<file path="src/rtl/common_pkg.sv">
// Shared geometry of the register file and ALU tree, plus calendar depth derivation.
package common_pkg;

   localparam int unsigned N_BANKS    = 8;
   localparam int unsigned TREE_DEPTH = 3;
   localparam int unsigned SEL_W      = $clog2(TREE_DEPTH + 1);

   // Deepest lookahead any descriptor can need, which bounds the calendar.
   function automatic int unsigned cal_depth(input int unsigned mem_lat,
                                             input int unsigned xbar_lat,
                                             input int unsigned alu_lat_per_lvl);
      int unsigned d;
      d = mem_lat;
      if (xbar_lat > d) d = xbar_lat;
      if (alu_lat_per_lvl * TREE_DEPTH > d) d = alu_lat_per_lvl * TREE_DEPTH;
      return d;
   endfunction

endpackage

</file>
<file path="src/rtl/instr_decd_pkg.sv">
// Write-back descriptor types and default pipeline latencies seen by the decoder.
package instr_decd_pkg;

   import common_pkg::*;

   localparam int unsigned MEM_RD_LAT_DEF      = 2;
   localparam int unsigned XBAR_LAT_DEF        = 1;
   localparam int unsigned ALU_LAT_PER_LVL_DEF = 1;

   typedef logic [N_BANKS-1:0]            reg_we_t;
   typedef logic [N_BANKS-1:0][SEL_W-1:0] reg_wr_sel_t;

   typedef enum logic [1:0] {
      ModeRam  = 2'd0,
      ModeXbar = 2'd1,
      ModeAlu  = 2'd2
   } reg_wr_mode_t;

   typedef struct packed {
      reg_we_t      we;
      reg_wr_sel_t  sel;
      reg_wr_mode_t mode;
   } wb_slot_t;

   localparam wb_slot_t SLOT_EMPTY = '{we: '0, sel: '0, mode: ModeRam};

endpackage

</file>
<file path="src/rtl/wb_scheduler_if.sv">
// Descriptor handshake between the instruction decoder and the write-back scheduler.
interface wb_scheduler_if;

   import instr_decd_pkg::*;

   logic         in_valid;
   logic         in_ready;
   reg_we_t      in_we;
   reg_wr_sel_t  in_sel;
   reg_wr_mode_t in_mode;

   modport master (output in_valid, in_we, in_sel, in_mode, input in_ready);
   modport slave  (input in_valid, in_we, in_sel, in_mode, output in_ready);

endinterface

</file>
<file path="src/rtl/wb_lat_calc.sv">
// Combinational latency and legality evaluation for one write-back descriptor.
module wb_lat_calc import common_pkg::*, instr_decd_pkg::*; #(
   parameter int unsigned MEM_RD_LAT      = MEM_RD_LAT_DEF,
   parameter int unsigned XBAR_LAT        = XBAR_LAT_DEF,
   parameter int unsigned ALU_LAT_PER_LVL = ALU_LAT_PER_LVL_DEF
) (
   input  reg_we_t      we,
   input  reg_wr_sel_t  sel,
   input  reg_wr_mode_t mode,
   output int unsigned  lat,
   output logic         reserve,
   output logic         illegal
);

   int unsigned max_sel;
   logic        bad_sel;

   always_comb begin
      max_sel = 0;
      bad_sel = 1'b0;
      for (int b = 0; b < N_BANKS; b++) begin
         if (we[b]) begin
            if (sel[b] == '0 || 32'(sel[b]) > TREE_DEPTH) bad_sel = 1'b1;
            if (32'(sel[b]) > max_sel) max_sel = 32'(sel[b]);
         end
      end

      lat     = 0;
      illegal = 1'b0;
      case (mode)
         ModeRam:  lat = MEM_RD_LAT;
         ModeXbar: lat = XBAR_LAT;
         ModeAlu: begin
            lat     = ALU_LAT_PER_LVL * max_sel;
            illegal = (|we) && bad_sel;
         end
         default:  lat = 0;
      endcase

      // Empty masks, illegal ALU trees and unknown modes are swallowed without a slot.
      reserve = (|we) && !illegal && (lat != 0);
   end

endmodule

</file>
<file path="src/rtl/wb_scheduler.sv">
// Write-back calendar: reserves register-file write slots L cycles ahead of each descriptor.
// Optional stall counter port stall_cnt is built only when WB_SCHED_STATS_EN is defined.
module wb_scheduler import common_pkg::*, instr_decd_pkg::*; #(
   parameter int unsigned MEM_RD_LAT      = MEM_RD_LAT_DEF,
   parameter int unsigned XBAR_LAT        = XBAR_LAT_DEF,
   parameter int unsigned ALU_LAT_PER_LVL = ALU_LAT_PER_LVL_DEF
) (
   input  logic          clk,
   input  logic          rst_n,
   wb_scheduler_if.slave dec,
   input  logic          flush,
   output reg_we_t       reg_we,
   output reg_wr_sel_t   reg_wr_sel,
   output reg_wr_mode_t  reg_wr_mode,
   output logic          busy,
   output logic          err_illegal
`ifdef WB_SCHED_STATS_EN
   ,
   output logic [31:0]   stall_cnt
`endif
);

   localparam int unsigned CAL_DEPTH = cal_depth(MEM_RD_LAT, XBAR_LAT, ALU_LAT_PER_LVL);

   wb_slot_t    cal_q   [CAL_DEPTH];
   wb_slot_t    cal_d   [CAL_DEPTH];
   wb_slot_t    shifted [CAL_DEPTH];
   wb_slot_t    tgt;
   logic        err_q;
   logic        ready;
   logic        accept;
   logic        compat;
   int unsigned lat;
   logic        reserve;
   logic        illegal;

   wb_lat_calc #(
      .MEM_RD_LAT      (MEM_RD_LAT),
      .XBAR_LAT        (XBAR_LAT),
      .ALU_LAT_PER_LVL (ALU_LAT_PER_LVL)
   ) u_lat_calc (
      .we      (dec.in_we),
      .sel     (dec.in_sel),
      .mode    (dec.in_mode),
      .lat     (lat),
      .reserve (reserve),
      .illegal (illegal)
   );

   // A descriptor accepted now lands in slot L-1 after this cycle's shift,
   // so compatibility is judged against the post-shift view of the calendar.
   always_comb begin
      for (int i = 0; i < CAL_DEPTH - 1; i++) shifted[i] = cal_q[i+1];
      shifted[CAL_DEPTH-1] = SLOT_EMPTY;

      tgt = SLOT_EMPTY;
      for (int i = 0; i < CAL_DEPTH; i++) begin
         if (lat == i + 1) tgt = shifted[i];
      end

      compat = (tgt.we == '0) ||
               ((tgt.mode == dec.in_mode) && ((tgt.we & dec.in_we) == '0));
      ready  = rst_n && !flush && (!reserve || compat);
      accept = dec.in_valid && ready;
   end

   always_comb begin
      cal_d = shifted;
      if (flush) begin
         for (int i = 0; i < CAL_DEPTH; i++) cal_d[i] = SLOT_EMPTY;
      end else if (accept && reserve) begin
         for (int i = 0; i < CAL_DEPTH; i++) begin
            if (lat == i + 1) begin
               cal_d[i].we   = shifted[i].we | dec.in_we;
               cal_d[i].mode = dec.in_mode;
               for (int b = 0; b < N_BANKS; b++) begin
                  if (dec.in_we[b]) cal_d[i].sel[b] = dec.in_sel[b];
               end
            end
         end
      end
   end

   always_ff @(posedge clk) begin
      if (!rst_n) begin
         for (int i = 0; i < CAL_DEPTH; i++) cal_q[i] <= SLOT_EMPTY;
         err_q <= 1'b0;
      end else begin
         cal_q <= cal_d;
         err_q <= accept && illegal;
      end
   end

   always_comb begin
      busy = 1'b0;
      for (int i = 0; i < CAL_DEPTH; i++) busy = busy | (|cal_q[i].we);
   end

   assign dec.in_ready = ready;
   assign reg_we       = cal_q[0].we;
   assign reg_wr_sel   = cal_q[0].sel;
   assign reg_wr_mode  = cal_q[0].mode;
   assign err_illegal  = err_q;

`ifdef WB_SCHED_STATS_EN
   logic [31:0] stall_q;

   always_ff @(posedge clk) begin
      if (!rst_n) begin
         stall_q <= '0;
      end else if (dec.in_valid && !ready && (stall_q != '1)) begin
         stall_q <= stall_q + 32'd1;
      end
   end

   assign stall_cnt = stall_q;
`endif

endmodule
</file>
<file path="src/flat_wrapper.sv">
// flat-port wrapper written by rule: the top's interface ports become plain ports
module wb_scheduler_flat import common_pkg::*, instr_decd_pkg::*;
#(
   parameter int unsigned MEM_RD_LAT      = MEM_RD_LAT_DEF,
   parameter int unsigned XBAR_LAT        = XBAR_LAT_DEF,
   parameter int unsigned ALU_LAT_PER_LVL = ALU_LAT_PER_LVL_DEF
)
  (clk, rst_n, flush, reg_we, reg_wr_sel, reg_wr_mode, busy, err_illegal, dec_in_valid, dec_in_we, dec_in_sel, dec_in_mode, dec_in_ready);
  wb_scheduler_if dec_i ();
  input  logic clk;
  input  logic rst_n;
  input  logic flush;
  output reg_we_t reg_we;
  output reg_wr_sel_t reg_wr_sel;
  output reg_wr_mode_t reg_wr_mode;
  output logic busy;
  output logic err_illegal;
  input wire logic [$bits(dec_i.in_valid)-1:0] dec_in_valid;
  input wire logic [$bits(dec_i.in_we)-1:0] dec_in_we;
  input wire logic [$bits(dec_i.in_sel)-1:0] dec_in_sel;
  input wire logic [$bits(dec_i.in_mode)-1:0] dec_in_mode;
  output wire logic [$bits(dec_i.in_ready)-1:0] dec_in_ready;
  assign dec_i.in_valid = dec_in_valid;
  assign dec_i.in_we = dec_in_we;
  assign dec_i.in_sel = dec_in_sel;
  assign dec_i.in_mode = dec_in_mode;
  assign dec_in_ready = dec_i.in_ready;
  wb_scheduler #(.MEM_RD_LAT(MEM_RD_LAT), .XBAR_LAT(XBAR_LAT), .ALU_LAT_PER_LVL(ALU_LAT_PER_LVL)) u_core (.clk(clk), .rst_n(rst_n), .dec(dec_i), .flush(flush), .reg_we(reg_we), .reg_wr_sel(reg_wr_sel), .reg_wr_mode(reg_wr_mode), .busy(busy), .err_illegal(err_illegal));
endmodule
</file>
<file path="config.mk">
export PLATFORM = sky130hd
export DESIGN_NAME = wb_scheduler_flat
export DESIGN_NICKNAME = d
export VERILOG_FILES = /design/src/rtl/common_pkg.sv /design/src/rtl/instr_decd_pkg.sv /design/src/rtl/wb_scheduler_if.sv /design/src/rtl/wb_lat_calc.sv /design/src/rtl/wb_scheduler.sv /design/src/flat_wrapper.sv
export SDC_FILE = /design/constraint.sdc
export NUM_CORES = 1
export LEC_CHECK = 0
export CAP_MARGIN = 25
export CORE_ASPECT_RATIO = 1.2
export CORE_MARGIN = 1
export CORE_UTILIZATION = 50
export DETAILED_ROUTE_END_ITERATION = 6
export PLACE_DENSITY = 0.83
export SETUP_SLACK_MARGIN = 0.02
export SLEW_MARGIN = 20
export SYNTH_ARGS = -nofsm -noshare
export SYNTH_HDL_FRONTEND = slang
export SYNTH_HIERARCHICAL = 1
export SYNTH_SLANG_ARGS = --single-unit
</file>
<file path="constraint.sdc">
create_clock -name clk -period 11.8 [get_ports clk]
set_input_delay 2.36 -clock clk [delete_from_list [all_inputs] [get_ports clk]]
set_output_delay 2.36 -clock clk [all_outputs]
set_load 0.02 [all_outputs]
</file>
**Yosys cells after proc, flatten, opt, wreduce, memory -nomap -nowiden**

Index checks and enable logic that the tools add are counted.

- Word-level logic and storage cells: 166
- Bits in registers: 79
- Output and inout bits: 29

- Multiplexer cells: 65
- $lt $le $gt $ge: 8
- Bitwise logic cells: 16
- Reductions and logical operators: 40
- Eq/ne operators: 6

Operators with widths:

| operator | count |
|---|---|
| $mux 32 | 15 |
| $gt 2x32->1 | 7 |
| $mux 26 | 6 |
| $pmux 32 s3 | 1 |
| $mux 78 | 1 |
| $eq 32x2->1 const B | 2 |
| $mux 2 | 25 |
| $reduce_or 5->1 | 8 |
| $eq 32x1->1 const B | 1 |
| $reduce_bool 32->1 | 1 |
| $reduce_or 8->1 | 4 |
| $logic_not 2->1 | 9 |
| $mux 1 | 17 |
| $logic_not 8->1 | 2 |
| $or 8x8->8 | 2 |
| $not 1->1 | 11 |
| $logic_and 1x1->1 | 9 |
| $and 8x8->8 | 1 |
| $reduce_or 4->1 | 1 |
| $logic_not 1->1 | 3 |
| $eq 2x1->1 const B | 1 |
| $eq 2x2->1 | 1 |
| $eq 2x2->1 const B | 1 |
| $gt 2x1->1 const B | 1 |
| other kinds (3) | 5 |

**Longest topological paths before layout**

Gate-level depths: netlist of run 1.

- Depth in word-level cells: 39
- Mapped depth: 43

**Cells and area by module**

The synthesis of run 1 kept the hierarchy.

By module, submodules not included:

| module | seq. area each (µm²) | times used | cells an instance | area each (µm²) |
|---|---|---|---|---|
| wb_scheduler | 1581.5 | 1 | 416 | 3528.4 |
| wb_lat_calc | 0.0 | 1 | 142 | 1058.5 |

**Worst setup path before layout of run 1**

OpenSTA, ideal clock, no wires.

- Path kind: in2out
- Start: input dec_in_we[0]
- End: output dec_in_ready
- Data arrival time: 10.171 ns
- Path buffers: 2
- Setup slack: -0.731 ns
- Required time: 9.440 ns
- Stages on the path: 40
- Cell sequence: nand2_1 -> ha_1 -> nand2b_1 -> and4_1 -> or2_2 -> ha_1 -> nand2b_1 -> and3_4 -> o21a_1 -> ha_1 -> inv_1 -> o221ai_1 -> o311ai_4 -> o21ai_0 -> ha_1 -> inv_1 -> o221a_2 -> o21ba_2 -> [4 not listed] -> mux2_4 -> ha_1 -> inv_1 -> o221ai_1 -> mux2_4 -> ha_1 -> inv_1 -> o221ai_1 -> o221ai_1 -> a221oi_1 -> nor2_1 -> clkbuf_1 -> a221oi_1 -> nand3_1 -> a32oi_1 -> a31oi_4 -> buf_6 -> a21oi_1

- Word-level cells in the longest chain between the ends: 33

Ends and longest elaborated chain:

| item | RTL line | text |
|---|---|---|
| start, declared | flat_wrapper.sv:19 | `input wire logic [$bits(dec_i.in_we)-1:0] dec_in_we;` |
| $mux 32 * | wb_lat_calc.sv:22 | `if (we[b]) begin` |
| $gt 2x32->1 | wb_lat_calc.sv:24 | `if (32'(sel[b]) > max_sel) max_sel = 32'(sel[b]);` |
| $mux 32 | wb_lat_calc.sv:24 |  |
| $mux 32 * | wb_lat_calc.sv:22 |  |
| $gt 2x32->1 | wb_lat_calc.sv:24 |  |
| $mux 32 | wb_lat_calc.sv:24 |  |
| $mux 32 * | wb_lat_calc.sv:22 |  |
| $gt 2x32->1 | wb_lat_calc.sv:24 |  |
| [15 not listed] | n/a |  |
| named net u_core.lat[0] | wb_scheduler.sv:33 | `int unsigned lat;` |
| $eq 32x1->1 | wb_scheduler.sv:58 | `if (lat == i + 1) tgt = shifted[i];` |
| $mux 26 (3 in series) | wb_scheduler.sv:58 |  |
| $and 8x8->8 | wb_scheduler.sv:62 | `((tgt.mode == dec.in_mode) && ((tgt.we & dec.in_we) == '0));` |
| $logic_not 8->1 | wb_scheduler.sv:62 |  |
| $logic_and 1x1->1 | wb_scheduler.sv:62 |  |
| $logic_or 1x1->1 | wb_scheduler.sv:61 | `compat = (tgt.we == '0) \|\|` |
| $logic_or 1x1->1 * | wb_scheduler.sv:63 | `ready = rst_n && !flush && (!reserve \|\| compat);` |
| $logic_and 1x1->1 * | wb_scheduler.sv:63 |  |
| end, declared | flat_wrapper.sv:22 | `output wire logic [$bits(dec_i.in_ready)-1:0] dec_in_ready;` |

Mark *: on every way through the listed nets, which the timed path passes. The rest lies on a longest branch.

**Worst setup path in the final report of run 1**

Same ends and word-level chain as after synthesis.

==> impl_metrics.py, run 1 <==
metrics = {
    "global_routing": {
        "grt_use_met3": 0.05312,
        "grt_pass1_vias": 4147,
        "grt_usage": 0.2746,
        "grt_max_degree": 50,
        "grt_util_met1": 0.3337,
        "grt_pass1_wl_mm": 19.77,
        "top_usage_layer": "met2",
        "antenna_found_initial": 0,
        "met2_usage": 0.4466,
        "grt_overflow_total": 0,
    },
    "setup_path": {
        "critPathMostFrequentCell": "ha_4",
        "worstPathMaxFanout": 6,
        "crit_type": "in -> out",
        "max_stage_delay_ns": 0.35,
        "critPathTopFamily": "compound AO/OA/AOI/OAI gates",
        "crit_path_end_kind": "output pin",
        "reg2reg_slack_ns": 9.27,
        "cp-start-kind": "primary input",
        "cp_slowest_cell": "mux2_4",
        "cp.required_ns": 9.44,
        "worstPathArrival_ns": 9.65,
        "crit_buf_inv": 8,
    },
    "worst_hold_path": {
        "min_path_type": "reg -> reg",
    },
    "timing": {
        "rsz0062_at_grt": "yes",
        "hold_viol": 0,
        "slew_headroom": 0.3261,
        "finalClockSkew_ns": 0.004909,
        "fmax_mhz": 83.29,
        "tightestPinTransition_ns": 1.011,
        "finalCritPeriodShare": 1.018,
        "setup_slack_ns": -0.2067,
        "setup_viol": 1,
        "finalCriticalPeriod_ns": 12.01,
        "fin_setup_tns_ns": -0.2067,
        "drv_slew": 0,
    },
    "synth": {
        "synth_flop_cell": "dfxtp_1",
        "yosysTopAreaCell": "dfxtp_1",
        "yosys-top-cells-area": "dfxtp_1 (34%), buf_4 (9.7%), a21oi_1 (6.1%), ha_1 (5.7%), nand3_1 (3.7%)",
        "synth_area_per_cell_um2": 8.220,
        "ys_ff_latch": 79,
        "yosys_warnings": 6,
        "syn_inst": 558,
        "yosysSeqAreaShare": 0.3448,
        "synth_edf_count": 0,
        "synth_cell_types": 60,
        "async_reset_ff_frac": 0,
        "netlist_area_um2": 4587,
        "synth.top_cell.area_share": 0.3448,
    },
    "route": {
        "drc": 0,
        "vias": 4396,
        "detail_route.first_pass.iterations": 6,
        "drt_first_iter_violations": 532,
        "routed_wl_mm": 12.55,
        "antenna_left": 0,
        "vias_per_cell": 5.861,
        "wl_per_cell_um": 16.73,
    },
    "clock_tree": {
        "clock-root-buffer": "clkbuf_8",
        "cts_buffers": 9,
        "cts_tree": "built",
        "clk_path_buf_depth": 2,
        "cts_hold_buf": 0,
        "ctsHtreeMaxLevel": 3,
        "cts_num_sinks": 79,
        "clk_pin_slew_ns": 0.07,
        "insertion_delay_ns": 0.37,
    },
    "finish": {
        "fin_nets": 682,
        "diodes": 0,
        "layout-area-overhead-vs-synth_pct": 25.04,
        "utilization": 0.6555,
        "finalNonFillerCells": 750,
        "drive_above_1_share": 0.1991,
    },
    "power": {
        "ir_drop_uv": 40.84,
        "power.density_nw_per_um2": 103.6,
        "leakage_nw": 2.232,
    },
    "placement": {
        "dp_hpwl_mm": 8.862,
        "port_buffers": 58,
        "place_inst": 724,
        "post-place-ws_ns": -1.245,
        "gp_congestion": 0.9369,
    },
    "die": {
        "die_h_um": 106.9,
        "die_area_um2": 9562,
        "core_um2": 8750,
        "io_pins": 59,
        "std_cell_rows": 37,
        "die_width_um": 89.44,
        "start_util": 0.5242,
    },
    "outcome": {
        "violations": "setup timing",
        "status": "finished, violations left",
    },
    "job": {
        "drv_cap": 0,
    },
}
## worst reg2reg max path: cells and delay by family (launching register included)
family	cells	cell delay, ns
simple gates	3	0.64
compound gates	2	0.52
mux	1	0.49
buf+inv	2	0.42
flops	1	0.35
## cell usage after synthesis (all sizes together) (7+ instances only)
cell type,count
nor2,35
dfxtp,79
buf,68
and2,14
nand3,34
nor3,17
nand4,7
nand2,33
nor4,7
ha,21
inv,24
or4,8
a21oi,56
clkbuf,15
and3,20
nand2b,10
o21ai,36
or3,14
## cells in the final DEF, fill, tap and decap left out, types with 7 or more instances in the layout
cell type	instances
a21oi_1	55
and2_1	12
and3_1	18
buf_4	60
clkbuf_8	10
clkdlybuf4s50_1	51
conb_1	30
dfxtp_1	79
ha_1	14
inv_1	18
nand2_1	31
nand2b_1	7
nand3_1	34
nand4_1	7
nor2_1	33
nor3_1	16
o21ai_0	8
o21ai_1	28
or3_1	14
or4_1	8
## power by group
| part | switching [W] | internal [W] | total, W |
|---|---|---|---|
| Sequential | 0.0000000316 | 0.000267 | 0.000267 |
| Clock | 0.0000898 | 0.0000787 | 0.000169 |
| Combinational | 0.0000801 | 0.0000793 | 0.000159 |
| Total | 0.000170 | 0.000424 | 0.000594 |
## per-stage QoR
| step | hold slack [ns] | area (µm²) | power [W] |
|---|---|---|---|
| 2_1_floorplan | 0.4202 | 4898 | 0.0003610 |
| 3_3_place_gp | 0.4257 | 5391 | 0.0004062 |
| 3_5_place_dp | 0.4445 | 5391 | 0.0004109 |
| 4_1_cts | 0.4541 | 5624 | 0.0005793 |
| 5_1_grt | 0.4717 | 5736 | 0.0006172 |
| 6_report | 0.4534 | 5736 | 0.0005945 |
## cell families after synthesis
group                      Yosys count  share of synthesized area
xor gates and xnor gates             2                   0.003820
other                                1                  0.0008175
adders and majority gates           21                    0.05728
AOI/OAI and AO/OA                  131                     0.1814
and+or+nand+nor                    210                     0.2471
DFF                                 79                     0.3448
buffers and inverters              107                     0.1440
muxes                                7                    0.02073
## state kept, by name, summed over array words and instances (netlist names)
name	flops
u_core/cal_q	52
u_core/reg_wr_sel	16
u_core/err_illegal	1
u_core/reg_we	8
u_core/reg_wr_mode	2
## layout make-up
class | count | area, µm²
timing repair buffer | 116 | 1021
clock buffer | 12 | 145.1
tap | 117 | 146.4
sequential | 79 | 1582
clock inverter | 1 | 7.507
inverter | 24 | 95.09
fill | 695 | 3014
multi-input combinational | 401 | 2739
## timing repair
item	in CTS	in global routing
setup buffers	8	6
setup endpoints to repair	1	1
pin swaps	24	25
gates resized for setup	33	21
## final timing paths
| path | start | endpoint | cells after the start |
|---|---|---|---|
| min reg2reg | u_core/cal_q[33]$_SDFF_PP0_ | u_core/reg_wr_sel[5]$_SDFF_PP0_ | 2 |
| max reg2reg | u_core/cal_q[46]$_SDFF_PP0_ | u_core/reg_wr_sel[0]$_SDFF_PP0_ | 8 |
| min | u_core/cal_q[33]$_SDFF_PP0_ | u_core/reg_wr_sel[5]$_SDFF_PP0_ | 2 |
| max | dec_in_we[0] | dec_in_ready | 41 |
## per-layer routing
metal  share of wire  up-vias
li1                -     2048
met3           0.080       53
met1            0.39     2041
met5               0        -
met4           0.044        0
met2            0.49      254
Note: power is estimated with default switching activity, not from simulation.
==> run 2: changes to the inputs <==
--- a/config.mk
+++ b/config.mk
@@ -8,9 +8,9 @@
 export CAP_MARGIN = 25
 export CORE_ASPECT_RATIO = 1.2
 export CORE_MARGIN = 1
-export CORE_UTILIZATION = 50
+export CORE_UTILIZATION = 45
 export DETAILED_ROUTE_END_ITERATION = 6
-export PLACE_DENSITY = 0.83
+export PLACE_DENSITY = 0.77
 export SETUP_SLACK_MARGIN = 0.02
 export SLEW_MARGIN = 20
 export SYNTH_ARGS = -nofsm -noshare
==> impl_metrics.py, run 2 (synthesis gave the netlist of run 1 again) <==
metrics = {
    "timing": {
        "setup_viol": 1,
        "drv_slew": 0,
        "finalCriticalPeriod_ns": 12.05,
        "setup_slack_ns": -0.2454,
        "finalClockSkew_ns": 0.005178,
        "hold_viol": 0,
        "finalCritPeriodShare": 1.021,
        "slew_headroom": 0.3250,
        "rsz0062_at_grt": "yes",
        "tightestPinTransition_ns": 1.013,
        "fmax_mhz": 83.02,
    },
    "die": {
        "start_util": 0.4606,
        "io_pins": 59,
        "die_width_um": 94.17,
        "core_um2": 9960,
        "std_cell_rows": 40,
        "die_h_um": 112.6,
        "die_area_um2": 10600,
    },
    "finish": {
        "largest-register": "u_core/cal_q",
        "diodes": 0,
        "mostFrequentLayoutCell": "dfxtp_1",
        "final_cell_mix": "dfxtp_1 (79), buf_4 (59), a21oi_1 (55), clkdlybuf4s50_1 (51), nand3_1 (34)",
        "finalNonFillerCells": 763,
        "layout-area-overhead-vs-synth_pct": 28.94,
        "fin_nets": 683,
        "drive_above_1_share": 0.2057,
        "final_cell_area_um2": 5914,
        "largest_register_ffs": 52,
    },
    "global_routing": {
        "grt_overflow_total": 0,
        "grt_usage": 0.2548,
        "grt_pass1_vias": 4228,
        "grt_max_degree": 50,
        "grt_pass1_wl_mm": 20.81,
        "antenna_found_initial": 0,
    },
    "route": {
        "drc": 0,
        "antenna_left": 0,
        "wl_per_cell_um": 17.36,
        "vias_per_cell": 5.760,
        "vias": 4395,
        "drt_first_iter_violations": 458,
        "routed_wl_mm": 13.24,
        "detail_route.first_pass.iterations": 6,
    },
    "placement": {
        "port_buffers": 58,
        "dp_hpwl_mm": 9.211,
        "gp_congestion": 0.9081,
        "place_area_um2": 5395,
        "post-place-ws_ns": -1.225,
        "place_inst": 732,
    },
    "power": {
        "power.internal_w": 0.0005203,
        "p_comb_frac": 0.239,
        "ir_drop_uv": 72.70,
        "total_power_w": 0.0007089,
        "power.density_nw_per_um2": 119.9,
        "clkPwrFrac": 0.384,
        "p_sw_frac": 0.2661,
        "p_sw_w": 0.0001887,
        "leakage_nw": 2.313,
        "power_frac_seq": 0.376,
    },
    "outcome": {
        "status": "finished, violations left",
        "violations": "setup timing",
    },
    "clock_tree": {
        "clock-root-buffer": "clkbuf_16",
        "cts_tree": "built",
        "clk_pin_slew_ns": 0.06,
        "cts_buffers": 9,
        "clk_path_buf_depth": 2,
        "ctsHtreeMaxLevel": 3,
        "insertion_delay_ns": 0.34,
        "cts_num_sinks": 79,
    },
    "worst_hold_path": {
        "min_path_type": "reg -> reg",
        "min_to": "u_core/reg_wr_sel[5]$_SDFF_PP0_",
        "holdCritStartpoint": "u_core/cal_q[33]$_SDFF_PP0_",
        "hold-path-cell-count": 2,
    },
    "setup_path": {
        "max_stage_delay_ns": 0.36,
        "cp_slowest_cell": "nor4_4",
        "worstPathMaxFanout": 6,
        "crit_type": "in -> out",
        "r2r-start": "u_core/cal_q[25]$_SDFF_PP0_",
        "cp-start-kind": "primary input",
        "reg2reg_slack_ns": 9.28,
        "cp.required_ns": 9.44,
        "crit_path_end_kind": "output pin",
        "r2r-end": "u_core/cal_q[33]$_SDFF_PP0_",
        "worstPathArrival_ns": 9.69,
        "worstRegToRegCells": 9,
    },
    "job": {
        "drv_cap": 0,
    },
}
run 2: worst max-delay path by stage:
stage | start | slack (ns) | to
final | dec_in_we[0] | -0.25 | dec_in_ready
after CTS | dec_in_we[0] | -0.22 | dec_in_ready
after global placement | dec_in_we[0] | -0.99 | dec_in_ready
after global routing | dec_in_we[0] | -0.51 | dec_in_ready
after detailed placement | dec_in_we[0] | -1.23 | dec_in_ready
after floorplan | dec_in_we[0] | -0.005 | dec_in_ready
run 2: critical path, delay by kind of cell:
family,cells,cell delay [ns]
AND/OR/NAND/NOR,10,1.40
buffers and inverters,10,0.83
AO/OA/AOI/OAI,14,2.50
adder cells (fa/ha/maj),7,1.90
multiplexers,2,0.69
run 2: stage by stage:
stage	TNS [ns]	utilization	hold slack, ns
after floorplan	-0.005134	-	0.4202
after global placement	-0.9850	0.5417	0.4286
after detailed placement	-1.225	0.5417	0.4424
after CTS	-0.2212	0.5837	0.4515
after global routing	-0.5141	0.5938	0.4704
final	-0.2454	0.5938	0.4500
run 2: power groups by stage:
| stage | registers, W | logic, W | clock network, W |
|---|---|---|---|
| 6_report | 0.000267 | 0.000169 | 0.000273 |
| 5_1_grt | 0.000267 | 0.000181 | 0.000283 |
| 4_1_cts | 0.000267 | 0.000151 | 0.000273 |
| 3_5_place_dp | 0.000273 | 0.000139 | 0 |
| 3_3_place_gp | 0.000273 | 0.000133 | 0 |
| 2_1_floorplan | 0.000273 | 0.0000883 | 0 |
run 2: repair_timing:
action                                  CTS  global route
gates resized for setup                  40            18
hold buffers                              0             0
pin swaps                                27            24
buffers inserted                          9             7
endpoints found under the setup margin    1             1
run 2: per-layer routing:
layer,vias to the layer above,part of all wire,track usage
met5,-,0,0
met4,0,0.036,0.1364
met3,39,0.074,0.04743
met2,220,0.51,0.4362
met1,2085,0.39,0.2960
li1,2051,-,-
run 2: area by class of cell:
class | count | area, µm²
Fill cell | 901 | 4045
Tap cell | 126 | 157.7
Clock buffer | 13 | 250.2
Clock inverter | 3 | 42.54
Inverter | 24 | 92.59
Sequential cell | 79 | 1582
Timing Repair Buffer | 117 | 1032
Multi-Input combinational cell | 401 | 2758
==> run 3: changes to the inputs <==
--- a/config.mk
+++ b/config.mk
@@ -5,12 +5,12 @@
 export SDC_FILE = /design/constraint.sdc
 export NUM_CORES = 1
 export LEC_CHECK = 0
-export CAP_MARGIN = 25
 export CORE_ASPECT_RATIO = 1.2
 export CORE_MARGIN = 1
 export CORE_UTILIZATION = 45
 export DETAILED_ROUTE_END_ITERATION = 6
 export PLACE_DENSITY = 0.77
+export REMOVE_ABC_BUFFERS = 1
 export SETUP_SLACK_MARGIN = 0.02
 export SLEW_MARGIN = 20
 export SYNTH_ARGS = -nofsm -noshare
==> impl_metrics.py, run 3 (synthesis gave the netlist of run 1 again) <==
metrics = {
    "clock_tree": {
        "cts_tree": "built",
        "cts_hold_buf": 0,
        "cts_buffers": 9,
        "clock-root-buffer": "clkbuf_16",
        "clk_pin_slew_ns": 0.06,
        "cts_num_sinks": 79,
        "clk_path_buf_depth": 2,
        "ctsHtreeMaxLevel": 3,
        "insertion_delay_ns": 0.34,
    },
    "power": {
        "p_sw_w": 0.0001980,
        "power.density_nw_per_um2": 121.0,
        "p_comb_frac": 0.232,
        "power_frac_seq": 0.374,
        "ir_drop_uv": 75.83,
        "clkPwrFrac": 0.394,
        "power.internal_w": 0.0005146,
        "leakage_nw": 2.323,
        "p_sw_frac": 0.2779,
    },
    "placement": {
        "port_buffers": 58,
        "post-place-ws_ns": -1.659,
        "place_inst": 734,
        "dp_hpwl_mm": 8.454,
        "gp_congestion": 0.9250,
    },
    "setup_path": {
        "crit_path_end_kind": "output pin",
        "crit_buf_inv": 9,
        "cp.required_ns": 9.44,
        "critPathMostFrequentCell": "ha_4",
        "critPathTopFamily": "compound AO/OA/AOI/OAI gates",
        "cp_slowest_cell": "mux2_4",
        "worstPathArrival_ns": 9.85,
        "crit_type": "in -> out",
        "worstPathMaxFanout": 5,
        "cp-start-kind": "primary input",
        "max_stage_delay_ns": 0.35,
    },
    "global_routing": {
        "grt_pass1_wl_mm": 19.82,
        "grt_overflow_total": 0,
        "grt_pass1_vias": 4147,
        "grt_usage": 0.2421,
        "antenna_found_initial": 0,
        "grt_max_degree": 50,
    },
    "outcome": {
        "violations": "setup timing",
        "status": "finished, violations left",
    },
    "route": {
        "wl_per_cell_um": 17.28,
        "drc": 0,
        "detail_route.first_pass.iterations": 5,
        "vias_per_cell": 5.807,
        "antenna_left": 0,
        "drt_first_iter_violations": 419,
        "routed_wl_mm": 13.18,
        "vias": 4431,
    },
    "die": {
        "core_um2": 9960,
        "io_pins": 59,
        "die_width_um": 94.17,
        "std_cell_rows": 40,
        "start_util": 0.4606,
        "die_h_um": 112.6,
        "die_area_um2": 10600,
    },
    "finish": {
        "final_cell_mix": "dfxtp_1 (79), buf_4 (56), a21oi_1 (54), clkdlybuf4s50_1 (51), nand3_1 (34)",
        "largest-register": "u_core/cal_q",
        "finalNonFillerCells": 763,
        "largest_register_ffs": 52,
        "layout-area-overhead-vs-synth_pct": 28.37,
        "mostFrequentLayoutCell": "dfxtp_1",
        "drive_above_1_share": 0.2135,
        "diodes": 0,
        "fin_nets": 683,
    },
    "timing": {
        "finalClockSkew_ns": 0.006925,
        "setup_slack_ns": -0.4085,
        "finalCritPeriodShare": 1.035,
        "rsz0062_at_grt": "yes",
        "hold_viol": 0,
        "drv_slew": 0,
        "setup_viol": 1,
        "slew_headroom": 0.2641,
        "finalCriticalPeriod_ns": 12.21,
        "tightestPinTransition_ns": 1.101,
        "fmax_mhz": 81.91,
    },
    "job": {
        "drv_cap": 0,
    },
    "worst_hold_path": {
        "min_path_type": "reg -> reg",
    },
}
==> run 3: cell types whose count changed in the layout (fill, tap and decap cells not counted), sizes merged <==
cell           before  now
clkinv              1    2
dlygate4sd2         1    0
clkbuf             14    9
dlymetal6s2s        0    1
clkdlybuf4s15       0    2
clkinvlp            1    2
inv                24   26
buf                64   63
==> run 3: layer usage <==
layer	track usage	part of all wire	vias up
met4	0.1251	0.042	0
met2	0.4097	0.48	250
met3	0.03997	0.073	48
li1	-	-	2059
met5	0	0	-
met1	0.2901	0.40	2074
==> run 3: power by group through the flow <==
stage | Combinational (W) | Sequential (W) | Clock [W]
detailed placement | 0.000118 | 0.000273 | 0
floorplan | 0.0000598 | 0.000273 | 0
global route | 0.000175 | 0.000267 | 0.000296
global placement | 0.000114 | 0.000273 | 0
finish | 0.000165 | 0.000267 | 0.000280
CTS | 0.000142 | 0.000267 | 0.000284
==> run 3: what timing repair did <==
| item | in CTS | in global routing |
|---|---|---|
| pin swaps | 28 | 18 |
| setup buffers | 8 | 5 |
| endpoints found under the hold margin | 0 | 0 |
| setup endpoints to repair | 1 | 1 |
| gates resized for setup | 59 | 17 |
==> run 3: path summary, 6_finish.rpt <==
| check | slack [ns] | endpoint | start | cells past startpoint |
|---|---|---|---|---|
| max reg2reg | 9.30 | u_core/cal_q[26]$_SDFF_PP0_ | u_core/cal_q[23]$_SDFF_PP0_ | 8 |
| max | -0.41 | dec_in_ready | dec_in_sel[3] | 41 |
| min | 0.45 | u_core/reg_wr_sel[5]$_SDFF_PP0_ | u_core/cal_q[33]$_SDFF_PP0_ | 2 |
| min reg2reg | 0.45 | u_core/reg_wr_sel[5]$_SDFF_PP0_ | u_core/cal_q[33]$_SDFF_PP0_ | 2 |
==> run 3: tightest hold or removal path: stages (launching register included) <==
cell	delay (ns)
dfxtp_1	0.30
nand2_1	0.05
mux2i_1	0.05
==> run 3: layout make-up <==
class | count | area [µm²]
fillers | 840 | 4071
multi-input cells | 401 | 2723
flip-flops and latches | 79 | 1582
repair buffers | 117 | 1031
clock buffers | 9 | 225.2
well taps | 126 | 157.7
inverters | 24 | 90.09
clock inverters | 7 | 80.08
==> run 3: through the flow <==
step / util / hold WS [ns] / area, µm² / power, W / setup TNS [ns]
floorplan: - / 0.4202 / 4125 / 0.0003325 / -0.7980
finish: 0.5912 / 0.4474 / 5888 / 0.0007126 / -0.4085
detailed placement: 0.5232 / 0.4450 / 5211 / 0.0003903 / -1.659
global placement: 0.5232 / 0.4410 / 5211 / 0.0003871 / -1.323
global route: 0.5912 / 0.4704 / 5888 / 0.0007372 / -0.6330
CTS: 0.5776 / 0.4537 / 5753 / 0.0006927 / -0.2357
